$ cat config.mk
export PLATFORM = sky130hd
export DESIGN_NAME = plus_dma_sched
export DESIGN_NICKNAME = d
export VERILOG_FILES = /design/src/rtl/plus_dma_sched.sv
export SDC_FILE = /design/constraint.sdc
export NUM_CORES = 1
export LEC_CHECK = 0
export BUFFER_PORTS_ARGS = -buffer_cell sky130_fd_sc_hd__buf_4
export CAP_MARGIN = 20
export CORE_MARGIN = 4
export CORE_UTILIZATION = 40
export CTS_CLUSTER_SIZE = 30
export DETAILED_ROUTE_END_ITERATION = 8
export SYNTH_ARGS = -nofsm -noshare
export SYNTH_HDL_FRONTEND = slang
export SYNTH_SLANG_ARGS = --single-unit
$ cat constraint.sdc
create_clock -name clk -period 4.45 [get_ports clk]
set_clock_uncertainty 0.1 [all_clocks]
set_input_delay 0.2225 -clock clk [delete_from_list [all_inputs] [get_ports clk]]
set_output_delay 0.2225 -clock clk [all_outputs]
set_load 0.02 [all_outputs]
$ cat src/rtl/plus_dma_sched.sv
// plus_dma_sched
// Three-channel PSG DMA scheduler. Each rising edge of hsync_i starts one
// scheduling pass. The pass visits channels 0, 1 and 2 in that order and runs
// at most one instruction per channel. A channel fetches one 16-bit word from
// its own address pointer and decodes it:
//   0xxx LOAD     write word[7:0] to PSG register word[11:8]
//   1nnn PAUSE    skip n*(prescaler+1) passes (n=0 is a no-op)
//   2nnn REPEAT   arm the loop counter with n; the loop target is the next word
//   4xxx CONTROL  bit0 LOOP, bit4 INT, bit5 STOP
//   others        no-op
//
// Ports
//   clk, reset_n          clock; synchronous active-low reset
//   hsync_i               horizontal sync level; a rising edge starts a pass
//   cfg_we/sel/field/data per-channel configuration write port
//   mem_req/addr/ack/data instruction fetch handshake (req held until ack)
//   psg_req/reg/data/ack  PSG register write handshake (req held until ack)
//   ch_active             per-channel enable status
//   dma_irq, irq_clr      sticky per-channel INT flags and their clears
//   overrun               sticky: an hsync edge arrived while a pass was running
module plus_dma_sched (
    input  logic        clk,
    input  logic        reset_n,
    input  logic        hsync_i,
    input  logic        cfg_we,
    input  logic [1:0]  cfg_sel,
    input  logic [1:0]  cfg_field,
    input  logic [7:0]  cfg_data,
    output logic        mem_req,
    output logic [15:0] mem_addr,
    input  logic        mem_ack,
    input  logic [15:0] mem_data,
    output logic        psg_req,
    output logic [3:0]  psg_reg,
    output logic [7:0]  psg_data,
    input  logic        psg_ack,
    output logic [2:0]  ch_active,
    output logic [2:0]  dma_irq,
    input  logic [2:0]  irq_clr,
    output logic        overrun
);

    typedef enum logic [2:0] {
        ST_IDLE,
        ST_SCAN,
        ST_FETCH,
        ST_EXEC,
        ST_PSG_WR,
        ST_NEXT
    } state_t;

    state_t      state_q, state_d;
    logic [1:0]  ch_q, ch_d;
    logic        hsync_q;
    logic        hsync_rise;
    logic [15:0] word_q, word_d;
    logic [15:0] mem_addr_q, mem_addr_d;
    logic [3:0]  psg_reg_q, psg_reg_d;
    logic [7:0]  psg_data_q, psg_data_d;
    logic [2:0]  active_q, active_d;
    logic [2:0]  irq_q, irq_d;
    logic        overrun_q, overrun_d;

    // Per-channel registers
    logic [15:0] addr_q      [3];
    logic [15:0] addr_d      [3];
    logic [7:0]  presc_q     [3];
    logic [7:0]  presc_d     [3];
    logic [7:0]  presc_cnt_q [3];
    logic [7:0]  presc_cnt_d [3];
    logic [11:0] pause_q     [3];
    logic [11:0] pause_d     [3];
    logic [11:0] loop_cnt_q  [3];
    logic [11:0] loop_cnt_d  [3];
    logic [15:0] loop_addr_q [3];
    logic [15:0] loop_addr_d [3];

    logic [2:0]  cfg_hit;   // config write addressed to channel
    logic [2:0]  cfg_clr;   // config write clearing channel enable this cycle
    logic [3:0]  op;
    logic [11:0] arg;

    for (genvar gi = 0; gi < 3; gi++) begin : g_cfg
        assign cfg_hit[gi] = cfg_we && (cfg_sel == 2'(gi));
        assign cfg_clr[gi] = cfg_hit[gi] && (cfg_field == 2'd3) && cfg_data[1];
    end

    assign op         = word_q[15:12];
    assign arg        = word_q[11:0];
    assign hsync_rise = hsync_i && !hsync_q;

    always_comb begin
        state_d    = state_q;
        ch_d       = ch_q;
        word_d     = word_q;
        mem_addr_d = mem_addr_q;
        psg_reg_d  = psg_reg_q;
        psg_data_d = psg_data_q;
        active_d   = active_q;
        // Clear first so that an INT in the same cycle wins.
        irq_d      = irq_q & ~irq_clr;
        overrun_d  = overrun_q;
        for (int i = 0; i < 3; i++) begin
            addr_d[i]      = addr_q[i];
            presc_d[i]     = presc_q[i];
            presc_cnt_d[i] = presc_cnt_q[i];
            pause_d[i]     = pause_q[i];
            loop_cnt_d[i]  = loop_cnt_q[i];
            loop_addr_d[i] = loop_addr_q[i];
        end

        // An edge during a pass is only flagged; the pass runs on unchanged.
        if (hsync_rise && (state_q != ST_IDLE)) begin
            overrun_d = 1'b1;
        end

        case (state_q)
            ST_IDLE: begin
                if (hsync_rise) begin
                    state_d = ST_SCAN;
                    ch_d    = 2'd0;
                end
            end

            ST_SCAN: begin
                if (!active_q[ch_q]) begin
                    state_d = ST_NEXT;
                end else if (pause_q[ch_q] != 12'd0) begin
                    if (presc_cnt_q[ch_q] == 8'd0) begin
                        presc_cnt_d[ch_q] = presc_q[ch_q];
                        pause_d[ch_q]     = pause_q[ch_q] - 12'd1;
                    end else begin
                        presc_cnt_d[ch_q] = presc_cnt_q[ch_q] - 8'd1;
                    end
                    state_d = ST_NEXT;
                end else begin
                    // Address is captured here so a config write during the
                    // handshake cannot disturb the request on the bus.
                    mem_addr_d = {addr_q[ch_q][15:1], 1'b0};
                    state_d    = ST_FETCH;
                end
            end

            ST_FETCH: begin
                if (mem_ack) begin
                    word_d       = mem_data;
                    addr_d[ch_q] = mem_addr_q + 16'd2;
                    // A channel disabled while its fetch was outstanding
                    // drops the fetched word.
                    state_d = (active_q[ch_q] && !cfg_clr[ch_q]) ? ST_EXEC : ST_NEXT;
                end
            end

            ST_EXEC: begin
                state_d = ST_NEXT;
                if (active_q[ch_q] && !cfg_clr[ch_q]) begin
                    case (op)
                        4'h0: begin
                            psg_reg_d  = word_q[11:8];
                            psg_data_d = word_q[7:0];
                            state_d    = ST_PSG_WR;
                        end
                        4'h1: begin
                            if (arg != 12'd0) begin
                                pause_d[ch_q]     = arg;
                                presc_cnt_d[ch_q] = presc_q[ch_q];
                            end
                        end
                        4'h2: begin
                            loop_cnt_d[ch_q]  = arg;
                            loop_addr_d[ch_q] = addr_q[ch_q];
                        end
                        4'h4: begin
                            if (word_q[0] && (loop_cnt_q[ch_q] != 12'd0)) begin
                                loop_cnt_d[ch_q] = loop_cnt_q[ch_q] - 12'd1;
                                addr_d[ch_q]     = loop_addr_q[ch_q];
                            end
                            if (word_q[4]) begin
                                irq_d[ch_q] = 1'b1;
                            end
                            if (word_q[5]) begin
                                active_d[ch_q] = 1'b0;
                            end
                        end
                        default: begin
                        end
                    endcase
                end
            end

            ST_PSG_WR: begin
                if (psg_ack) begin
                    state_d = ST_NEXT;
                end
            end

            ST_NEXT: begin
                if (ch_q == 2'd2) begin
                    state_d = ST_IDLE;
                end else begin
                    ch_d    = ch_q + 2'd1;
                    state_d = ST_SCAN;
                end
            end

            default: begin
                state_d = ST_IDLE;
            end
        endcase

        // Configuration writes are applied last so they override the
        // scheduler's own update of the same register in the same cycle.
        for (int i = 0; i < 3; i++) begin
            if (cfg_hit[i]) begin
                case (cfg_field)
                    2'd0: addr_d[i][7:0]  = cfg_data;
                    2'd1: addr_d[i][15:8] = cfg_data;
                    2'd2: presc_d[i]      = cfg_data;
                    2'd3: begin
                        if (cfg_data[1]) begin
                            active_d[i] = 1'b0;
                        end else if (cfg_data[0]) begin
                            active_d[i]   = 1'b1;
                            pause_d[i]    = 12'd0;
                            loop_cnt_d[i] = 12'd0;
                        end
                    end
                    default: begin
                    end
                endcase
            end
        end
    end

    always_ff @(posedge clk) begin
        if (!reset_n) begin
            state_q    <= ST_IDLE;
            ch_q       <= 2'd0;
            hsync_q    <= 1'b0;
            word_q     <= 16'd0;
            mem_addr_q <= 16'd0;
            psg_reg_q  <= 4'd0;
            psg_data_q <= 8'd0;
            active_q   <= 3'b000;
            irq_q      <= 3'b000;
            overrun_q  <= 1'b0;
        end else begin
            state_q    <= state_d;
            ch_q       <= ch_d;
            hsync_q    <= hsync_i;
            word_q     <= word_d;
            mem_addr_q <= mem_addr_d;
            psg_reg_q  <= psg_reg_d;
            psg_data_q <= psg_data_d;
            active_q   <= active_d;
            irq_q      <= irq_d;
            overrun_q  <= overrun_d;
        end
    end

    always_ff @(posedge clk) begin
        for (int i = 0; i < 3; i++) begin
            if (!reset_n) begin
                addr_q[i]      <= 16'd0;
                presc_q[i]     <= 8'd0;
                presc_cnt_q[i] <= 8'd0;
                pause_q[i]     <= 12'd0;
                loop_cnt_q[i]  <= 12'd0;
                loop_addr_q[i] <= 16'd0;
            end else begin
                addr_q[i]      <= addr_d[i];
                presc_q[i]     <= presc_d[i];
                presc_cnt_q[i] <= presc_cnt_d[i];
                pause_q[i]     <= pause_d[i];
                loop_cnt_q[i]  <= loop_cnt_d[i];
                loop_addr_q[i] <= loop_addr_d[i];
            end
        end
    end

    // Requests are decoded from the state register, so they cannot drop
    // before their ack and can never be high together.
    assign mem_req   = (state_q == ST_FETCH);
    assign psg_req   = (state_q == ST_PSG_WR);
    assign mem_addr  = mem_addr_q;
    assign psg_reg   = psg_reg_q;
    assign psg_data  = psg_data_q;
    assign ch_active = active_q;
    assign dma_irq   = irq_q;
    assign overrun   = overrun_q;

endmodule

==> Yosys cells after proc, flatten, opt, wreduce, memory -nomap -nowiden <==
Memory sizes are Yosys's and may differ from the RTL's. A register that Yosys moved wholly into a read port is not among the register bits.
Index checks and enable logic that the tools add are counted.
{ "classes": {"n_eq_ne": 24, "n_mux": 151, "mul": 0, "order_cmp": 4, "add_sub_neg": 5, "div_mod_pow": 0, "shifts": 0, "reduce_logical": 35, "bitwise_logic": 25} }
{ "op_table": {"columns": ["operator", "n"], "rows": [
  ["$mux 12", 31],
  ["$mux 48", 7],
  ["$mux 36", 9],
  ["$mux 16", 10],
  ["$mux 8", 19],
  ["$bwmux 36", 4],
  ["$bwmux 48", 3],
  ["$mux 24", 6],
  ["$pmux 36 s2", 2],
  ["$pmux 48 s2", 1],
  ["$bwmux 24", 2],
  ["$pmux 24 s2", 1],
  ["$mux 3", 14],
  ["$reduce_bool 12->1", 3],
  ["$demux 16 s2", 1],
  ["$mux 2", 14],
  ["$demux 12 s2", 1],
  ["$sub 12x1->12 const B", 2],
  ["$reduce_and 3->1", 7],
  ["$mux 1", 20],
  ["$or 1x1->1", 18],
  ["$pmux 3 s6", 1],
  ["$add 16x2->16 const B", 1],
  ["$demux 8 s2", 1],
  ["34 further kinds", 66]
]} }
{ "word_totals": {"output_inout_bits": 37, "rom_bits": 0, "reg_bits": 56, "latch_bits": 0, "memories": 6, "elab_cells": 260, "ramBits": 216} }
{ "memory_table": {"columns": ["name", "words", "width", "rd", "rd_ports_with_merged_regs", "write_ports", "line", "rtl"], "rows": [
  ["addr_q", 3, 16, 4, 1, 3, "65", "logic [15:0] addr_q [3];"],
  ["loop_addr_q", 3, 16, 4, 1, 3, "75", "logic [15:0] loop_addr_q [3];"],
  ["loop_cnt_q", 3, 12, 4, 1, 3, "73", "logic [11:0] loop_cnt_q [3];"],
  ["pause_q", 3, 12, 4, 1, 3, "71", "logic [11:0] pause_q [3];"],
  ["presc_cnt_q", 3, 8, 4, 1, 3, "69", "logic [7:0] presc_cnt_q [3];"],
  ["presc_q", 3, 8, 1, 1, 3, "67", "logic [7:0] presc_q [3];"]
]} }

==> Logic depth before layout (Yosys ltp) <==
Gate-level depths: netlist (run 1).
{ "logic_depth": {"word_depth": 15, "mapped_depth": 15} }

==> Least setup slack after synthesis (run 1) <==
OpenSTA, ideal clock, no wires.
{ "synth_path": {"kind": "register to register", "start": "reg with a tool-made name", "end": "reg mem_addr_q[3] (netlist: mem_addr[3]) (read register of addr_q)", "stages_incl_launch_ff": 15, "arrival_time_ns": 3.250, "synth_period_minus_slack_ns": 3.417, "slack_ns": 1.033, "required_ns": 4.283, "setup_ns": 0.067, "cell_sequence": "dfxtp_1 -> buf_2 -> inv_2 -> buf_4 -> buf_2 -> mux2i_2 -> ha_1 -> o311ai_0 -> nor2_1 -> or4b_4 -> buf_6 -> nor3_4 -> buf_6 -> nand3_2 -> o21ai_2"} }
{ "synth_rtl": {"columns": ["item", "line", "rtl"], "rows": [
  ["to (decl)", "57", "logic [15:0] mem_addr_q, mem_addr_d;"]
]} }

==> results.tsv, run 1 <==
metric	value	unit
via_per_inst	5.91	
synth_edf_count	24	
synth_area	15300	um^2
clk_pin_slew	0.06	ns
top_level_ports	74	
port_buffers	72	
syn_area_per_cell	8.01	um^2
yosysUniqueCellTypes	87	
antenna_found_initial	0	
cts_resized	0	
gp_congestion	0.901	
design.core.area	37800	um^2
synth_area_leaders	dfxtp_1 (32%), nand2_1 (10%), mux2i_1 (6.2%), a21oi_1 (5.3%), edfxtp_1 (4.7%)	
yosysMostFrequentCell	nand2_1	
clk_latency	0.59	ns
fin_crit_sh	82.9	%
power_density	322	nW/um^2
start_util	40.6	%
dieWidth	204	um
fin_crit	3.69	ns
timing.final.ws_setup	0.761	ns
cts_buffers	31	
syn_to_final_growth	14.6	%
routed_wl	50.8	mm
grt_pass1_wl	80.1	mm
reg.largest.list	addr_q: 45 flops, loop_addr_q: 45 flops	
postRouteAntennaNets	0	
setup.worst_path.start_class	flop	
dieArea	41500	um^2
relSlewSlack	23.2	%
max_freq	271	MHz
syn_inst	1912	
grt_usage	23.7	%
place_area	16100	um^2
syn-num-nets	1956	
worstPathRequired	4.83	ns
grt_max_degree	85	
yosys.area.top_type	dfxtp_1	
overflow	0	
drtIter0Drc	1304	
cts_buffer_depth	3	
fin_setup_tns	0	ns
wl_per_cell	20.5	um
multi_input_area	8960	um^2
diodes	0	
nFillCells	3732	
clock-sinks	268	
synth_seq_area_share	36.6	%
maxSlewViolCount	0	
cts_tree	built	
synth_top_cell_area_share	31.9	%
post-route-cell-area	17500	um^2
yosys-top-cells-count	nand2_1 (421), dfxtp_1 (244), a21oi_1 (163)	
tightest_slew	1.14	ns
crit_arrival	4.06	ns
worstSetupPathType	reg2reg	
post-dp-hpwl	33.8	mm
rsz0062_at_grt	no	
ys_ff_latch	268	
cap_violations	0	
rows	71	
die-height	204	um
hold_class	in2reg	
htree_num_levels	1	
final_nets	1983	
worstSetupEndpointType	flop	
setup_viol	0	
crit_fanout	21	
pre_cts_slack	0.886	ns
rrSetupSlack	0.76	ns
peakVddDrop	0.300	mV
postSynth.asyncResetShare	0	%
drive_above_1_share	13.8	%
hold_viol	0	
grt_pass1_vias	14200	
status	completed	
first_pass_iters	6	
seq_area	5610	um^2
root_buffer	clkbuf_16	
p_leak	0.00603	uW
vias	14600	
ys.flop_type	dfxtp_1	
yosys_warnings	0	
route.detailed.drc	0	
[timing repair]
item	in CTS	in global routing
setup endpoints to repair	0	0
hold buffers	31	0
buffers inserted	0	0
endpoints found under the hold margin	107	0
[report_power, final]
group          switching (uW)  internal [uW]  total [uW]  leakage, uW
combinational             252            132         384      0.00328
sequential               36.0           2470        2510      0.00220
clock                    1070           1680        2760     0.000554
[final cells by class]
type | count | share of cell area [%]
Clock buffer | 48 | 5.59
Clock inverter | 10 | 0.785
Inverter | 22 | 0.471
Multi-Input combinational cell | 1475 | 51.1
Sequential cell | 268 | 32.0
Tap cell | 511 | 3.64
Timing Repair Buffer | 141 | 6.42
[cells in the final DEF (no fill, tap or decap), drive strengths merged, types with 4 or more instances in the layout]
cell type      n
xnor2         15
nor3          26
nor2         110
buf          107
a21oi        165
a31oi         43
ha             7
and3          16
a2bb2oi        6
a221oi        35
or4            4
dfxtp        244
a32oi          7
nor4           6
mux2          24
nand3         95
xor2          21
clkbuf        51
nand2b         7
mux2i        106
a22oi         22
nand2        425
a211oi        16
a22o           9
clkinv         4
o31ai          6
o221a          8
o21ai        141
a221o          4
edfxtp        24
nand4         11
dlygate4sd3   31
nand3b         5
and2          38
a41oi         20
o211ai        20
inv           24
nor4b          4
and4          12
[stage by stage]
stage	utilization, %	std cells	hold slack [ns]	total power, uW
2_1_floorplan	-	1912	0.244	2780
3_3_place_gp	42.6	2380	0.341	2910
3_5_place_dp	42.6	2382	0.345	2910
4_1_cts	46.4	2471	0.0134	5680
5_1_grt	46.5	2475	0.0780	5830
6_report	46.5	2475	0.0368	5650
[metal layers]
metal  vias to the layer above  share of wire, %  GRT usage (%)
met5                         -                 0              0
met4                         0               4.5           9.83
met3                       125               6.4           3.39
met2                       555                46           39.0
met1                      6994                43           31.2
li1                       6951                 -              -
[kinds of logic (layout without fill, tap and decap cells)]
group                      after synthesis  count (layout)  synth area share, %
DFF                                    268             268                 36.6
AOI/OAI and AO/OA                      528             528                 22.8
other                                    1               1               0.0245
adders and majority gates                7               7                0.572
and+or+nand+nor                        773             773                 23.7
xor gates and xnor gates                36              36                 2.06
muxes                                  130             130                 9.34
buffers and inverters                  169             221                 4.94
[worst max-delay path, cell delays in order (launching register included)]
cell and delay [ns]:
dfxtp_4 0.50, buf_4 0.41, mux2i_1 0.12, o21ai_0 0.56, nor4_2 0.16, nand4_4 0.13, buf_4 0.24, nand4_1 0.77
mux2i_1 0.31, o221a_2 0.26
[final timing paths]
path,from,to,cells past startpoint
setup / recovery,flop,addr_q[0][1],9
hold / removal,cfg_field[1],ch_active[0],4
setup reg to reg,flop,addr_q[0][1],9
hold reg to reg,loop_cnt_q[1][1],loop_cnt_q[1][1],2
Note: power is estimated with default switching activity, not from simulation.
==> run 2: changes to the inputs <==
==> constraint.sdc (replaced) <==
create_clock -name clk -period 3.75 [get_ports clk]
set_clock_uncertainty 0.1 [all_clocks]
set_input_delay 0.1875 -clock clk [delete_from_list [all_inputs] [get_ports clk]]
set_output_delay 0.1875 -clock clk [all_outputs]
set_load 0.02 [all_outputs]
==> results.tsv, run 2 (synthesized netlist as in run 1, its figures left out) <==
metric	value	unit	change
vias	14800		+1.1%
final_nets	1998		+0.76%
worstPathRequired	4.15	ns	-0.68 ns
die-height	204	um	unchanged
worstSetupEndpointType	flop		
grt_usage	23.9	%	+0.24 points
wl_met2	24.3	mm	+2.8%
via_per_inst	5.94		+0.44%
reg.largest.list	addr_q: 45 flops, loop_addr_q: 45 flops		
timing.hold.ws	0.0341	ns	-0.00266 ns
first_pass_iters	6		unchanged
gp_congestion	0.874		-3.0%
design.core.area	37800	um^2	unchanged
antenna_found_initial	1		+1
multi_input_area	8960	um^2	about the same
cap_violations	0		unchanged
clock-sinks	268		unchanged
finalNonFillerCells	2490		+0.61%
setup_viol	0		unchanged
clk_pin_slew	0.06	ns	about the same
tightest_slew	1.01	ns	-0.137 ns
nFillCells	3664		-1.8%
cts_tree	built		
root_buffer	clkbuf_16		
hold_class	in2reg		
post-dp-hpwl	34.6	mm	+2.5%
place_inst	2398		+0.67%
maxSlewViolCount	0		unchanged
fin_crit_sh	91.3	%	+8.4 points
wl_met1	21.9	mm	+0.93%
worstSetupPathType	reg2reg		
seq_area	5610	um^2	unchanged
fin_crit	3.42	ns	-0.266 ns
relSlewSlack	32.2	%	+9.0 points
drive_above_1_share	14.6	%	+0.75 points
routed.top_layer	met5		
place_area	16200	um^2	+0.86%
hold_viol	0		unchanged
crit_arrival	3.82	ns	-0.24 ns
post-route-cell-area	17700	um^2	+1.1%
final_cell_mix	nand2_1 (421), dfxtp_1 (242), a21oi_1 (163)		
port_buffers	72		unchanged
cts_buffers	31		unchanged
status	completed		
dieWidth	204	um	unchanged
rsz0062_at_grt	no		
route.detailed.drc	0		unchanged
max_freq	292	MHz	+7.8%
syn_to_final_growth	15.9	%	
crit_fanout	21		unchanged
grt_pass1_wl	80.8	mm	+0.87%
postRouteAntennaNets	0		unchanged
cts_buffer_depth	3		unchanged
drtIter0Drc	1349		+3.5%
peakVddDrop	0.343	mV	+14%
routed_wl	51.3	mm	+0.81%
p_leak	0.00613	uW	+1.7%
htree_num_levels	1		unchanged
wl_met3	3.17	mm	-2.2%
grt_max_degree	85		unchanged
layout_commonest_cell	nand2_1		
start_util	40.6	%	unchanged
dieArea	41500	um^2	unchanged
rows	71		unchanged
top_level_ports	74		unchanged
fin_setup_tns	0	ns	unchanged
diodes	0		unchanged
overflow	0		unchanged
clk_latency	0.59	ns	about the same
wl_per_cell	20.6	um	+0.20%
power_density	390	nW/um^2	+21%
grt_pass1_vias	14200		+0.47%
setup.worst_path.start_class	flop		
run 2: final timing paths:
path	startpoint	end	slack, ns	depth (start not counted)
hold reg to reg	loop_cnt_q[2][7]	loop_cnt_q[2][7]	0.35	2
setup reg to reg	flop	presc_cnt_q[1][4]	0.33	9
hold / removal	cfg_sel[0]	ch_active[0]	0.03	4
setup / recovery	flop	presc_cnt_q[1][4]	0.33	9
run 2: worst max-delay path, cell delays in order, from the launching register on:
cell and delay, ns:
dfxtp_4 0.55, mux2_1 0.36, mux2i_1 0.28, ha_1 0.24
o311ai_0 0.20, nor2_1 0.19, or4b_4 0.62, a21o_2 0.36
nand2_2 0.22, mux2i_1 0.21
run 2: report_power, final:
part | leakage, uW | total (uW) | internal, uW | switching, uW
clock | 0.000581 | 3490 | 2160 | 1330
combinational | 0.00335 | 466 | 159 | 307
sequential | 0.00220 | 2970 | 2930 | 36.8
total | 0.00613 | 6930 | 5250 | 1670
run 2: area by class of cell:
type	instances	share of cell area (%)
Multi-Input combinational cell	1475	50.5
Sequential cell	268	31.6
Timing Repair Buffer	156	7.12
Clock buffer	38	4.99
Tap cell	511	3.60
Clock inverter	20	1.67
Inverter	22	0.465
run 2: timing repair:
| action | in CTS | in global routing |
|---|---|---|
| hold buffers | 33 | 0 |
| buffers inserted | 0 | 0 |
| hold endpoints to repair | 112 | 0 |
| setup endpoints to repair | 0 | 1 |
| resized for setup | 0 | 1 |
run 2: metrics by stage:
stage / total power [uW] / setup WS [ns] / util [%]
after floorplan: 3300 / 0.333 / -
after global placement: 3460 / 0.376 / 43.0
after detailed placement: 3460 / 0.280 / 43.0
after CTS: 6950 / 0.233 / 47.0
after global routing: 7110 / 0.102 / 47.0
final: 6930 / 0.327 / 47.0
run 2: per-layer routing:
layer	GRT usage, %	up-vias
met3	3.42	127
met4	8.77	2
li1	-	6965
met2	40.0	589
met1	31.6	7096
met5	0	-
